--- config.mk ---
export PLATFORM = sky130hd
export DESIGN_NAME = dm_access_ctrl
export DESIGN_NICKNAME = d
export VERILOG_FILES = /design/src/rtl/dm_access_ctrl.sv
export SDC_FILE = /design/constraint.sdc
export NUM_CORES = 1
export LEC_CHECK = 0
export BUFFER_PORTS_ARGS = -buffer_cell sky130_fd_sc_hd__buf_2
export CORE_MARGIN = 5
export CORE_UTILIZATION = 35
export CTS_CLUSTER_SIZE = 30
export DETAILED_ROUTE_END_ITERATION = 10
export GPL_TIMING_DRIVEN = 0
export PLACE_DENSITY = 0.67
export SYNTH_ARGS = -nofsm -noshare
export SYNTH_HDL_FRONTEND = slang
export SYNTH_SLANG_ARGS = --single-unit
--- constraint.sdc ---
create_clock -name clk -period 2 [get_ports clk]
set_input_delay 0.1 -clock clk [delete_from_list [all_inputs] [get_ports clk]]
set_output_delay 0.1 -clock clk [all_outputs]
set_load 0.02 [all_outputs]
--- src/rtl/dm_access_ctrl.sv ---
// Data-memory initiator: load/store requests in, memory pins out, extended load data back (RMW merge with DM_RMW_MERGE_EN).
// Latency: accept T, memory access T+1, resp_valid T+2 (sub-word store with DM_RMW_MERGE_EN: T+4).
// Backpressure: req_ready only in IDLE; resp_valid is an unstallable one-cycle pulse.
module dm_access_ctrl #(
    parameter int ADDR_W = 12
) (
    input  logic              clk,
    input  logic              rst_n,
    input  logic              req_valid,
    output logic              req_ready,
    input  logic              req_we,
    input  logic [1:0]        req_size,
    input  logic              req_signed,
    input  logic [ADDR_W-1:0] req_addr,
    input  logic [31:0]       req_wdata,
    output logic              resp_valid,
    output logic [31:0]       resp_rdata,
    output logic              resp_err,
    output logic [ADDR_W-1:0] dm_addr,
    output logic [31:0]       dm_din,
    output logic              dm_we,
    output logic [1:0]        dm_mode,
    input  logic [31:0]       dm_dout
);

    typedef enum logic [2:0] {
        S_IDLE,
        S_ISSUE,
`ifdef DM_RMW_MERGE_EN
        S_RMW_RD,
        S_RMW_WR,
`endif
        S_RESP
    } state_t;

    state_t            r_state;
    logic              r_req_rdy;
    logic              r_we;
    logic [1:0]        r_size;
    logic              r_signed;
    logic              r_err;
    logic              r_resp_vld;
    logic              r_resp_err;
    logic [ADDR_W-1:0] r_dm_addr;
    logic [31:0]       r_dm_din;
    logic              r_dm_we;
    logic [1:0]        r_dm_mode;

    logic              w_err;
    logic              w_issue_we;
    logic [1:0]        w_issue_mode;
    logic [31:0]       w_ext;

    always_comb begin
        w_err = (req_size == 2'b11)
             || (req_size == 2'b10 && req_addr[0])
             || (req_size == 2'b00 && req_addr[1:0] != 2'b00);
    end

`ifdef DM_RMW_MERGE_EN
    logic        w_rmw;
    logic [31:0] w_merge;

    // Sub-word stores start with a plain word read; the write happens after the merge.
    always_comb begin
        w_issue_we   = req_we && !w_err && (req_size == 2'b00);
        w_issue_mode = (w_err || req_we) ? 2'b00 : req_size;
        w_rmw        = r_we && !r_err && (r_size != 2'b00);
    end

    always_comb begin
        w_merge = dm_dout;
        if (r_size == 2'b01) begin
            w_merge[{r_dm_addr[1:0], 3'b000} +: 8] = r_dm_din[7:0];
        end else begin
            w_merge[{r_dm_addr[1], 4'b0000} +: 16] = r_dm_din[15:0];
        end
    end
`else
    always_comb begin
        w_issue_we   = req_we && !w_err;
        w_issue_mode = w_err ? 2'b00 : req_size;
    end
`endif

    always_comb begin
        case (r_size)
            2'b01:   w_ext = {{24{r_signed & dm_dout[7]}}, dm_dout[7:0]};
            2'b10:   w_ext = {{16{r_signed & dm_dout[15]}}, dm_dout[15:0]};
            default: w_ext = dm_dout;
        endcase
    end

    // Read data is only meaningful during the response pulse of a clean load.
    assign resp_rdata = (r_resp_vld && !r_we && !r_err) ? w_ext : 32'h0;
    assign req_ready  = r_req_rdy;
    assign resp_valid = r_resp_vld;
    assign resp_err   = r_resp_err;
    assign dm_addr    = r_dm_addr;
    assign dm_din     = r_dm_din;
    assign dm_we      = r_dm_we;
    assign dm_mode    = r_dm_mode;

    always_ff @(posedge clk or negedge rst_n) begin
        if (!rst_n) begin
            r_state    <= S_IDLE;
            r_req_rdy  <= 1'b0;
            r_we       <= 1'b0;
            r_size     <= 2'b00;
            r_signed   <= 1'b0;
            r_err      <= 1'b0;
            r_resp_vld <= 1'b0;
            r_resp_err <= 1'b0;
            r_dm_addr  <= '0;
            r_dm_din   <= 32'h0;
            r_dm_we    <= 1'b0;
            r_dm_mode  <= 2'b00;
        end else begin
            case (r_state)
                S_IDLE: begin
                    r_req_rdy <= 1'b1;
                    if (req_valid && r_req_rdy) begin
                        r_req_rdy <= 1'b0;
                        r_we      <= req_we;
                        r_size    <= req_size;
                        r_signed  <= req_signed;
                        r_err     <= w_err;
                        r_dm_addr <= req_addr;
                        r_dm_din  <= req_wdata;
                        r_dm_we   <= w_issue_we;
                        r_dm_mode <= w_issue_mode;
                        r_state   <= S_ISSUE;
                    end
                end
                S_ISSUE: begin
                    r_dm_we   <= 1'b0;
                    r_dm_mode <= 2'b00;
`ifdef DM_RMW_MERGE_EN
                    if (w_rmw) begin
                        r_state <= S_RMW_RD;
                    end else begin
                        r_resp_vld <= 1'b1;
                        r_resp_err <= r_err;
                        r_state    <= S_RESP;
                    end
`else
                    r_resp_vld <= 1'b1;
                    r_resp_err <= r_err;
                    r_state    <= S_RESP;
`endif
                end
`ifdef DM_RMW_MERGE_EN
                S_RMW_RD: begin
                    r_dm_we  <= 1'b1;
                    r_dm_din <= w_merge;
                    r_state  <= S_RMW_WR;
                end
                S_RMW_WR: begin
                    r_dm_we    <= 1'b0;
                    r_resp_vld <= 1'b1;
                    r_resp_err <= r_err;
                    r_state    <= S_RESP;
                end
`endif
                S_RESP: begin
                    r_resp_vld <= 1'b0;
                    r_resp_err <= 1'b0;
                    r_req_rdy  <= 1'b1;
                    r_state    <= S_IDLE;
                end
                default: begin
                    r_dm_we   <= 1'b0;
                    r_dm_mode <= 2'b00;
                    r_state   <= S_IDLE;
                end
            endcase
        end
    end

endmodule

==> results of run 1 <==
-- layer usage --
| metal | routed length [microns] | part of all wire (%) | GRT usage, % | vias up |
|---|---|---|---|---|
| met4 | 143 | 1.9 | 4.473 | 0 |
| met5 | 0 | 0 | 0 | - |
| met1 | 2995 | 39 | 17.68 | 1140 |
| met3 | 841 | 11 | 6.820 | 15 |
| met2 | 3634 | 48 | 26.25 | 136 |
| li1 | - | - | - | 1136 |
-- kinds of logic after synthesis --
group                    Yosys count  share of synthesized area [%]
flip-flops                        57                          53.27
adder cells (fa/ha/maj)            5                          2.336
AND/OR/NAND/NOR                   35                          8.225
buffers and inverters             34                          5.561
multiplexers                      51                          21.40
AO/OA/AOI/OAI                     34                          9.206
-- cell type report --
cell class,instances,area share [%]
Multi-Input combinational cell,125,27.39
Inverter,22,1.995
Tap cell,99,2.993
Timing Repair Buffer,192,27.63
Clock buffer,11,3.416
Buffer,11,1.632
Clock inverter,4,0.4837
Sequential cell,57,34.46
-- what timing repair did --
item	CTS	global route
hold buffers	18	5
endpoints found under the hold margin	18	61
gates cloned	1	0
pin swaps	1	2
buffers inserted	3	1
setup endpoints to repair	18	22
gates resized for setup	9	13
-- registers in the layout, indices dropped and copies added (netlist names) --
| name | cells |
|---|---|
| dm_din | 32 |
| dm_addr | 12 |
| dm_mode | 2 |
| r_size | 2 |
| r_state | 2 |
| dm_we | 1 |
| r_err | 1 |
| r_signed | 1 |
| r_we | 1 |
| req_ready | 1 |
| resp_err | 1 |
| resp_valid | 1 |
-- placed cells by master, fill, tap and decap left out, drive strengths merged, types with 2 or more instances in the layout --
| master | netlist | layout |
|---|---|---|
| a221o | 3 | 3 |
| dfrtp | 57 | 57 |
| ha | 5 | 5 |
| dlygate4sd3 | 0 | 23 |
| and2 | 9 | 9 |
| o21ai | 3 | 3 |
| inv | 22 | 22 |
| nand2 | 11 | 11 |
| clkbuf | 2 | 13 |
| mux2 | 50 | 50 |
| or3 | 2 | 2 |
| a21oi | 24 | 24 |
| buf | 10 | 178 |
| nand2b | 3 | 3 |
| clkinv | 0 | 4 |
| and3 | 2 | 2 |
-- final timing paths --
check,start,endpoint,slack [ps],depth (start not counted)
min in group asynchronous,rst_n,dm_we,380,2
min,req_wdata[19],dm_din[19],8,2
max in group asynchronous,rst_n,dm_addr[2],1140,2
max,r_size[0],resp_rdata[23],30,7
max reg2reg,r_state[0],dm_addr[9],360,6
min reg2reg,dm_din[25],dm_din[25],500,1
-- power by group --
group	internal, mW	total [mW]	switching (mW)
registers	1.72	2.04	0.313
logic	1.63	3.75	2.12
clock network	0.468	0.902	0.434
==> flow_summary.yaml, run 1 <==
grt:
  grt_pass1_wl_microns: 12130
  gr-total-overflow: 0
  grt_pass1_vias: 2539
  track_usage_pct: 15.49
  grt_max_degree: 58
  grt_antenna_before_repair: 0
synth:
  avgSynthCellArea_sq_um: 12.40
  yosys.area.top_type_share_pct: 53.27
  synth_area_sq_um: 2678
  ys_seq_elements: 57
  synthesis.nets: 304
  synth.most_common_cell: "dfrtp_1"
  synthArstFlopShare_pct: 100.0
  synth_cell_type_count: 31
  ys_warn_count: 0
  seq_area_frac_synth_pct: 53.27
  synth-edff-count: 0
  synthTopCellsByArea: "dfrtp_1 53%, mux2_2 21%, a21oi_2 3.3%"
  yosysTopAreaCell: "dfrtp_1"
  synthFlopType: "dfrtp_1"
  syn-instance-count: 216
  synth_common_cells: "57 x dfrtp_1, 50 x mux2_2, 22 x inv_1"
drt:
  drc_errors: 0
  drt_iter0_drc: 69
  vias: 2427
  viasPerCell: 4.658
  finalWirelength_microns: 7614
  drtPass1Iterations: 4
  wl_per_cell_microns: 14.61
  ant_nets: 0
layout:
  nFillCells: 638
  area_growth_pct: 54.58
  final_cells: 521
  nets: 506
  num_antenna_cells: 0
  drive_above_1_share_pct: 63.27
  utilization_pct: 56.16
  fin_area_sq_um: 4139
  seq_area_sq_um: 1426
  multi_input_area_sq_um: 1134
worst_setup_path:
  worstPathArrival_ps: 1870
  end_kind: "output port"
  crit_slowest_cell: "dfrtp_1"
  path_delay_family: "compound AO/OA/AOI/OAI gates"
  cpPeakStageDelay_ps: 400
  path_class: "reg -> out"
  cp_common_cell: "buf_6"
  worstPathMaxFanout: 5
  path_cells: "buf_6, ha_4, a221o_1, o211ai_4, buf_6, a21oi_2, buf_4"
  cp.buffers_inverters: 3
  cp-start-kind: "flip-flop"
  crit_required_ps: 1900
floorplanning:
  dieArea_sq_um: 9499
  die-height_microns: 97.47
  floorplan.initialDensity_pct: 36.33
  core_area_sq_um: 7370
  ios: 165
  rows: 31
  die_w_microns: 97.47
placed_design:
  dp_cells: 479
  postPlaceCellArea_sq_um: 3622
  post-place-ws_ps: 156.2
  hpwlAfterDp_microns: 5541
  port_buffers: 164
  gp_congestion: 0.9502
timing:
  worst_slack_ps: 26.37
  finalSetupViolCount: 0
  fin_crit_sh_pct: 98.68
  skew_ps: 3.086
  rsz0062_at_grt: "yes"
  relSlewSlack_pct: 52.09
  tns_ps: 0
  max_freq_ghz: 0.5067
  worst_slew_pin_slew_ps: 718.6
  fin_crit_ps: 1974
  holdWs_ps: 8.239
  drv_slew: 0
  finalHoldViolations: 0
clock_network:
  numCtsBuffers: 9
  cts-htree-levels: 3
  cts_sinks: 57
  clockBufferDepth: 2
  path_clk_slew_ps: 60
  cts-root-buf: "clkbuf_8"
  cts_tree: "built"
  clkLatencyLatePin_ps: 320
pwr:
  ir_drop_mv: 0.8569
  power.static_leakage_nw: 2.163
  report.power.total_mw: 6.687
  powerDensity_nw_per_um2: 1616
worst_hold_path:
  holdCritPathClass: "in -> reg"
run_status:
  status: "finished clean"
flow_run:
  drv_cap: 0
Power figures use the tool's default switching activity.
==> inputs of run 2 (changes only) <==
Settings changed: CORE_MARGIN 5 to not set.
==> run 2 against run 1 <==
Power is 8.2% higher. Critical path depth is 1 higher. Non-clock buffer count is 22 higher. Sequential share of layout area is 2.6 points lower. Worst setup slack worse by 44 ps. Count of clock-buffer cells in the layout stayed put. Worst hold slack better by 8.5 ps. The run now ends with negative setup slack left. First-iteration DRC count is 36% lower. Die area is 16% lower. Sequential cell count stayed put.
==> flow_summary.yaml, run 2 (synthesis gave the netlist of run 1 again) <==
run_status:
  violations: "negative setup slack"
  status: "finished, violations left"
worst_setup_path:
  ff2ff_setup_slack_ps: 310
  r2r-end: "dm_din[23]"
  path_cells: "buf_6, ha_4, a221o_1, o211ai_4, buf_6, buf_8, a21oi_2, buf_4"
  path_class: "reg -> out"
  cp_common_cell: "buf_6"
  worstPathMaxFanout: 5
  end_kind: "output port"
  cpPeakStageDelay_ps: 410
  worstPathArrival_ps: 1920
  crit_slowest_cell: "dfrtp_1"
  crit_required_ps: 1900
  rr_startpoint: "r_state[1]"
  cp.buffers_inverters: 4
  path_delay_family: "buffers and inverters"
  cp-start-kind: "flip-flop"
  worstRegToRegCells: 6
timing:
  finalSetupViolCount: 1
  worst_slack_ps: -17.85
  rsz0062_at_grt: "yes"
  relSlewSlack_pct: 52.93
  max_freq_ghz: 0.4956
  fin_crit_ps: 2018
  holdWs_ps: 16.72
  finalHoldViolations: 0
  worst_slew_pin_slew_ps: 706.1
  drv_slew: 0
  skew_ps: 4.400
  fin_crit_sh_pct: 100.9
clock_network:
  clockBufferDepth: 2
  path_clk_slew_ps: 70
  clkLatencyLatePin_ps: 330
  cts-root-buf: "clkbuf_8"
  cts_sinks: 57
  cts-htree-levels: 3
  numCtsBuffers: 9
  cts_tree: "built"
grt:
  use_met2_pct: 32.48
  grt_antenna_before_repair: 0
  gr-total-overflow: 0
  grt_pass1_vias: 2344
  grt_pass1_wl_microns: 10560
  met1_usage_pct: 18.89
  grt_busiest_layer: "met2"
  grt_max_degree: 58
  grtUsageMet3_pct: 5.355
  track_usage_pct: 17.89
layout:
  final_cell_mix: "155 x buf_2, 57 x dfrtp_1, 50 x mux2_2"
  nets: 528
  mostFrequentLayoutCell: "buf_2"
  num_antenna_cells: 0
  drive_above_1_share_pct: 61.35
  area_growth_pct: 67.06
  largest_reg_flops: 32
flow_run:
  drv_cap: 0
pwr:
  power.static_leakage_nw: 2.290
  report.power.total_mw: 7.235
  ir_drop_mv: 0.8627
  powerDensity_nw_per_um2: 1617
placed_design:
  hpwlAfterDp_microns: 4886
  port_buffers: 164
  gp_congestion: 0.6983
floorplanning:
  dieArea_sq_um: 8004
  ios: 165
  floorplan.initialDensity_pct: 36.53
  die-height_microns: 89.47
  core_area_sq_um: 7331
  die_w_microns: 89.47
  rows: 31
worst_hold_path:
  holdCritPathClass: "in -> reg"
  whs_endpoint: "dm_addr[11]"
  hp-start: "req_addr[11]"
  whs_path_depth: 2
drt:
  drt_iter0_drc: 44
  ant_nets: 0
  finalWirelength_microns: 7446
  drtPass1Iterations: 4
  viasPerCell: 4.522
  drc_errors: 0
  wl_per_cell_microns: 13.69
  vias: 2460
-- run 2: cell types whose count changed in the layout (fill, tap and decap cells not counted), sizes merged --
cell,delta
dlygate4sd3,+20
bufinv,+3
clkinv,-3
buf,+2
clkinvlp,+1
-- run 2: metrics by stage --
stage	instances	setup TNS [ps]	util [%]	area [sq um]	setup WS (ps)
global route	544	-512.9	61.02	4473	-82.50
global placement	479	0	49.41	3622	199.1
floorplan	216	0	-	2678	318.4
detailed placement	479	0	49.41	3622	151.5
CTS	541	-303.8	59.87	4389	-58.64
finish	544	-17.85	61.02	4473	-17.85
-- run 2: what timing repair did --
item,in CTS,in global routing
buffers inserted,5,2
hold buffers,41,2
resized for setup,13,20
pin swaps,1,2
setup endpoints to repair,18,24
gates cloned,1,0
hold endpoints to repair,41,58
-- run 2: worst max-delay path by stage --
| stage | from | endpoint | cells past startpoint |
|---|---|---|---|
| 6_report | r_size[0] | resp_rdata[22] | 8 |
| 5_1_grt | r_size[0] | resp_rdata[22] | 8 |
| 4_1_cts | r_size[0] | resp_rdata[27] | 8 |
| 3_5_place_dp | r_size[0] | resp_rdata[14] | 6 |
| 3_3_place_gp | r_size[0] | resp_rdata[9] | 6 |
| 2_1_floorplan | r_size[0] | resp_rdata[10] | 5 |
-- run 2: area by class of cell --
cell class	instances	area, sq um
Fill cell	632	2858
Multi-Input combinational cell	125	1149
Inverter	22	82.58
Tap cell	99	123.9
Sequential cell	57	1426
Clock buffer	11	141.4
Clock inverter	5	102.6
Buffer	11	71.32
Timing Repair Buffer	214	1376
-- run 2: report_power, final --
part	switching, mW	total [mW]	internal (mW)
Clock	0.469	1.33	0.860
Sequential	0.326	2.05	1.72
Combinational	2.15	3.86	1.71
Total	2.94	7.23	4.29
-- run 2: metal layers --
layer,up-vias,routed length (microns)
met5,-,0
met4,0,102
met3,9,600
met2,122,3815
met1,1152,2928
li1,1177,-
==> inputs of run 3 (changes only) <==
Settings changed: SKIP_LAST_GASP set to 1.
==> run 3 against run 2 <==
The flow still finishes with violations (negative setup slack). Non-clock buffer count is the same. Power is essentially flat. Via count is the same. Clock power is essentially flat. Largest cell class unchanged. Final cell count is the same.
==> flow_summary.yaml, run 3 (synthesis gave the netlist of run 1 again) <==
run_status:
  status: "finished, violations left"
  violations: "negative setup slack"
layout:
  nets: 528
  largest_reg_flops: 32
  area_growth_pct: 66.96
  final_cell_mix: "156 x buf_2, 57 x dfrtp_1, 50 x mux2_2"
  drive_above_1_share_pct: 61.35
  utilization_pct: 60.98
  num_antenna_cells: 0
  fin_area_sq_um: 4471
  mostFrequentLayoutCell: "buf_2"
  final_cells: 544
placed_design:
  hpwlAfterDp_microns: 4886
  port_buffers: 164
  postPlaceCellArea_sq_um: 3622
  gp_congestion: 0.6983
  post-place-ws_ps: 151.5
  dp_cells: 479
drt:
  drt_iter0_drc: 44
  ant_nets: 0
  drc_errors: 0
  viasPerCell: 4.522
  vias: 2460
  drtPass1Iterations: 4
  finalWirelength_microns: 7424
  wl_per_cell_microns: 13.65
timing:
  relSlewSlack_pct: 52.94
  skew_ps: 4.400
  holdWs_ps: 16.78
  worst_slew_pin_slew_ps: 705.9
  fin_crit_ps: 2018
  fin_crit_sh_pct: 100.9
  worst_slack_ps: -17.72
  rsz0062_at_grt: "yes"
  drv_slew: 0
  finalHoldViolations: 0
  tns_ps: -17.72
  max_freq_ghz: 0.4956
  finalSetupViolCount: 1
clock_network:
  cts-htree-levels: 3
  clockBufferDepth: 2
  cts_tree: "built"
  path_clk_slew_ps: 70
  numCtsBuffers: 9
  clkLatencyLatePin_ps: 330
  cts-root-buf: "clkbuf_8"
  cts_sinks: 57
floorplanning:
  core_area_sq_um: 7331
  rows: 31
  die-height_microns: 89.47
  die_w_microns: 89.47
  floorplan.initialDensity_pct: 36.53
  ios: 165
  dieArea_sq_um: 8004
worst_setup_path:
  cp-start-kind: "flip-flop"
  path_class: "reg -> out"
  crit_required_ps: 1900
  worstPathMaxFanout: 5
  end_kind: "output port"
  worstPathArrival_ps: 1920
pwr:
  report.power.total_mw: 7.229
  power.static_leakage_nw: 2.290
  ir_drop_mv: 0.8626
  powerDensity_nw_per_um2: 1617
grt:
  grt_antenna_before_repair: 0
  track_usage_pct: 17.89
  grt_pass1_vias: 2346
  gr-total-overflow: 0
  grt_max_degree: 58
  grt_pass1_wl_microns: 10560
flow_run:
  drv_cap: 0
worst_hold_path:
  holdCritPathClass: "in -> reg"
run 3: layer usage:
| metal | up-vias | GRT usage (%) | wire [microns] |
|---|---|---|---|
| li1 | 1177 | - | - |
| met1 | 1150 | 18.89 | 2907 |
| met2 | 124 | 32.48 | 3805 |
| met3 | 9 | 5.355 | 609 |
| met4 | 0 | 8.658 | 102 |
| met5 | - | 0 | 0 |
run 3: worst paths after layout:
check                      slack, ps  depth (start not counted)        endpoint          from
max in group asynchronous       1160                          2      dm_addr[3]         rst_n
hold / removal                    20                          2     dm_addr[11]  req_addr[11]
setup / recovery                 -20                          8  resp_rdata[22]     r_size[0]
hold reg to reg                  500                          1      dm_din[27]    dm_din[27]
min in group asynchronous        370                          2      dm_din[12]         rst_n
setup reg to reg                 310                          6      dm_din[23]    r_state[1]
run 3: repair_timing:
action                     CTS  global route
pin swaps                    1             2
cloned                       1             0
setup endpoints to repair   18            24
gates resized for setup     13            19
buffers inserted             5             2
hold endpoints to repair    41            58
hold buffers                41             2
run 3: layout make-up:
cell class	count	area (sq um)
multi-input cells	125	1149
well taps	99	123.9
clock buffers	11	141.4
repair buffers	214	1374
inverters	22	82.58
fillers	631	2860
flip-flops and latches	57	1426
plain buffers	11	71.32
clock inverters	5	102.6
run 3: critical path, stage by stage, from the launching register on:
cell	delay (ps)
dfrtp_1	410
buf_6	140
ha_4	140
a221o_1	330
o211ai_4	110
buf_6	140
buf_8	110
a21oi_2	30
buf_4	160
run 3: power breakdown:
part / internal [mW] / leakage (nW) / total, mW / switching, mW
clock: 0.860 / 0.120 / 1.33 / 0.469
combinational: 1.71 / 1.50 / 3.85 / 2.14
sequential: 1.72 / 0.674 / 2.05 / 0.325
total: 4.29 / 2.29 / 7.23 / 2.94
